**config.mk**
```make
export PLATFORM = sky130hd
export DESIGN_NAME = down_mod_counter
export DESIGN_NICKNAME = d
export VERILOG_FILES = /design/src/rtl/down_mod_counter.sv
export SDC_FILE = /design/constraint.sdc
export NUM_CORES = 1
export LEC_CHECK = 0
export BUFFER_PORTS_ARGS = -buffer_cell sky130_fd_sc_hd__buf_2
export CORE_AREA = 2 2 39 41
export DETAILED_ROUTE_END_ITERATION = 7
export DIE_AREA = 0 0 41 43
export PLACE_DENSITY = 0.36
export SETUP_SLACK_MARGIN = 0.15
export SLEW_MARGIN = 20
export SYNTH_ARGS = -nofsm -noshare
export SYNTH_HDL_FRONTEND = slang
export SYNTH_SLANG_ARGS = --single-unit
```
**constraint.sdc**
```tcl
create_clock -name clock -period 3 [get_ports clock]
set_clock_uncertainty 0.1 [all_clocks]
set_input_delay 0.15 -clock clock [delete_from_list [all_inputs] [get_ports clock]]
set_output_delay 0.15 -clock clock [all_outputs]
set_load 0.01 [all_outputs]
```
**src/rtl/down_mod_counter.sv**
```systemverilog
// Parametrised modulo-N down counter stage with load, enable, cascade borrow and one-shot expiry.
// Latency: one clock from reset/load/enable to q_bus; zero and borrow_out are combinational.
// Backpressure: none; enable acts as the borrow-in from the previous stage and is sampled every edge.
module down_mod_counter #(
  parameter int WIDTH    = 3,
  parameter int MODULUS  = 6,
  parameter int ONE_SHOT = 0
) (
  input  logic             clock,
  input  logic             reset,
  input  logic             enable,
  input  logic             load,
  input  logic [WIDTH-1:0] load_value,
  output logic [WIDTH-1:0] q_bus,
  output logic             zero,
  output logic             borrow_out,
  output logic             expired
);

  // Top of the count range; also the wrap target and the load clamp ceiling.
  localparam logic [WIDTH-1:0] LP_MAX = WIDTH'(MODULUS - 1);
  localparam logic [WIDTH-1:0] LP_ONE = WIDTH'(1);

  logic [WIDTH-1:0] r_q;
  logic [WIDTH-1:0] w_q_next;
  logic [WIDTH-1:0] w_load_clamped;
  logic             r_expired;
  logic             w_expired_next;
  logic             w_zero;
  logic             w_step;

  assign w_zero = (r_q == '0);

  // A real decrement request this cycle: load always wins over enable.
  assign w_step = enable & ~load;

  // Out-of-range load values saturate to the top of the count range.
  always_comb begin
    w_load_clamped = load_value;
    if (load_value > LP_MAX) begin
      w_load_clamped = LP_MAX;
    end
  end

  // Next count: load, else decrement / wrap / hold-at-zero, else hold.
  // Values above LP_MAX (only reachable by forcing) simply decrement back into range.
  always_comb begin
    w_q_next = r_q;
    if (load) begin
      w_q_next = w_load_clamped;
    end else if (enable) begin
      if (!w_zero) begin
        w_q_next = r_q - LP_ONE;
      end else if (ONE_SHOT == 0) begin
        w_q_next = LP_MAX;
      end
    end
  end

  generate
    if (ONE_SHOT != 0) begin : g_one_shot
      // Expiry marks only the 1 -> 0 step, so sitting at zero never re-fires it.
      assign w_expired_next = w_step & (r_q == LP_ONE);
      assign borrow_out     = 1'b0;
    end else begin : g_wrap
      assign w_expired_next = 1'b0;
      // Same-cycle borrow so the next stage decrements on the wrap edge itself.
      assign borrow_out     = w_step & w_zero & ~reset;
    end
  endgenerate

  // Count and expiry registers; reset beats load and enable and drops a pending expiry.
  always_ff @(posedge clock) begin
    if (reset) begin
      r_q       <= '0;
      r_expired <= 1'b0;
    end else begin
      r_q       <= w_q_next;
      r_expired <= w_expired_next;
    end
  end

  assign q_bus   = r_q;
  assign zero    = w_zero;
  assign expired = r_expired;

endmodule

```
==> flow_metrics.tcl <==
set metrics [dict create \
    fillers 167 \
    yosys_warnings 0 \
    n_antenna_cell 0 \
    rsz0062_at_grt "false" \
    grt_max_degree 9 \
    hold_path_class "in2reg" \
    seqPwrFrac_pct 31.3 \
    cts_tree "built" \
    synth.top_cell.area_share_pct 30.8 \
    start_util_pct 14.1 \
    p_leak_nw 0.133 \
    grt_pass1_wl_um 793 \
    drv_cap 0 \
    drt_iter0_markers 1 \
    endpoint_kind "output port" \
    place_hpwl_um 394 \
    p_int_uw 107 \
    wirelength_um 471 \
    vias 212 \
    cts_hold_buf 0 \
    p_per_area_mw_per_mm2 504 \
    critPathKind "reg2out" \
    vias_per_cell 4.00 \
    drv_slew 0 \
    synth-compound-area-share_pct 21.2 \
    wl_per_cell_um 8.89 \
    design_area_sq_um 289 \
    placed_area_sq_um 263 \
    grt_pass1_vias 202 \
    tns_ns 0 \
    yosysSeqAreaShare_pct 30.8 \
    p_switching_uw 38.2 \
    layout_commonest_cell "buf_2" \
    clock-sinks 3 \
    antenna_found_initial 0 \
    postCtsResizedCells 0 \
    ys_ff_latch 3 \
    first_pass_iters 2 \
    overflow 0 \
    arrival_ns 1.34 \
    worstSetupStartpointType "flip-flop" \
    core_area_sq_mm 0.00138 \
    clk_path_buf_depth 2 \
    place.port_buffers 11 \
    crit_start "q_bus[0]" \
    cts_setup_buffers 0 \
    synth_area_leader_cell "dfxtp_1" \
    register_area_sq_um 60.1 \
    slowest_stage "dfxtp_1" \
    hold_viol 0 \
    ys_types 17 \
    htreeDepth 1 \
    drive_above_1_share_pct 43.2 \
    drc 0 \
    gp_congestion 0.620 \
    avgSynthCellArea_sq_um 8.49 \
    finalCritPeriodShare_pct 53.1 \
    clkPwrFrac_pct 48.4 \
    finalSetupViolations 0 \
    root_buffer "clkbuf_4" \
    die_y_um 43 \
    cts_made_buffers 3 \
    fmax_ghz 0.628 \
    synthCells 23 \
    status "complete, no violations" \
    yosys.area_share.simple_pct 34.0 \
    largest_reg_flops 3 \
    clk_pin_slew_ns 0.04 \
    crit_path_max_incr_delay_ns 0.33 \
    synthMuxAreaShare_pct 0 \
    combPwrFrac_pct 20.3 \
    path_cells "nor2_1 -> ha_1 -> nor4bb_1 -> buf_2" \
    synth_fa_ha_area_share_pct 6.41 \
    synth_area_sq_um 195 \
    die_x_um 41 \
    swShare_pct 26.2 \
    critPathMaxFanout 5 \
    multi_input_area_sq_um 124 \
    hold_ws_ns 0.0211 \
    timing.critical_path.required_ns 2.75 \
    areaGrowthSynthToFinish_pct 48.1 \
    synth_xor_area_share_pct 0 \
    num_rows 14 \
    rr_startpoint "q_bus[0]" \
    ys_top_cells_by_area "dfxtp_1, nand3b_1, ha_1" \
    peakVddDrop_mv 0.120 \
    mostFrequentLayoutCells "buf_2, nand3b_1, clkbuf_4, dfxtp_1" \
    syn-num-nets 31 \
    grtUsageTotal_pct 7.13 \
    period_minus_slack_ns 1.59 \
    synth_top_family_by_area "simple AND/OR/NAND/NOR gates" \
    ant_nets 0 \
    io_pins 13 \
    hold_start "reset" \
    final_nets 46 \
    dieArea_sq_mm 0.00176 \
    clock_latency_ns 0.23 \
]
[synth_stat cells]
master	instances
a211o_1	1
a211oi_1	1
a21oi_1	2
a21oi_2	1
a31oi_1	1
buf_4	1
conb_1	1
dfxtp_1	3
ha_1	1
inv_1	1
nand2_1	1
nand3b_1	3
nand4b_1	1
nor2_1	2
nor4bb_1	1
or2_2	1
or2b_1	1
[critical path, delay by kind of cell (launching register included)]
| family | cells | cell delay [ns] |
|---|---|---|
| fa+ha+maj | 1 | 0.19 |
| simple gates | 2 | 0.41 |
| buf+inv | 1 | 0.18 |
| flops | 1 | 0.33 |
[area by class of cell]
class	instances	share of cell area, %
Inverter	1	1.30
Timing Repair Buffer	11	19.0
Sequential cell	3	20.8
Multi-Input combinational cell	18	42.9
Clock buffer	4	9.09
Tap cell	16	6.93
[routing by layer]
layer	vias up	GRT usage, %	part of all wire, %	wire (um)
met5	-	0	0	0
met4	0	8.00	0	0
met3	0	3.14	15	73
met2	11	6.88	36	171
met1	92	9.97	48	225
li1	109	-	-	-
[per-stage QoR]
stage	total power [mW]	utilization (%)	cells	worst slack [ns]
after floorplan	0.0635	-	23	1.58
after global placement	0.0762	19.0	49	1.68
after detailed placement	0.0761	19.0	49	1.63
after CTS	0.150	20.9	53	1.38
after global routing	0.157	20.9	53	1.30
final	0.146	20.9	53	1.41
[power groups by stage]
stage | Sequential, mW | Combinational [mW] | Clock, mW
3_3_place_gp | 0.0462 | 0.0300 | 0
2_1_floorplan | 0.0473 | 0.0162 | 0
6_report | 0.0455 | 0.0296 | 0.0705
5_1_grt | 0.0461 | 0.0338 | 0.0772
3_5_place_dp | 0.0462 | 0.0299 | 0
4_1_cts | 0.0455 | 0.0300 | 0.0740
[kinds of logic after synthesis]
family          count (synthesis)
simple gates                   10
buf+inv                         2
compound gates                  6
other cells                     1
flops                           3
fa+ha+maj                       1
[path summary, 6_finish.rpt]
kind,endpoint,cells after the start,slack [ns]
hold reg to reg,q_bus[1],2,0.41
setup reg to reg,q_bus[2],4,1.69
setup / recovery,borrow_out,4,1.41
hold / removal,q_bus[2],2,0.02
No activity file was read; power rests on OpenSTA's default activity.
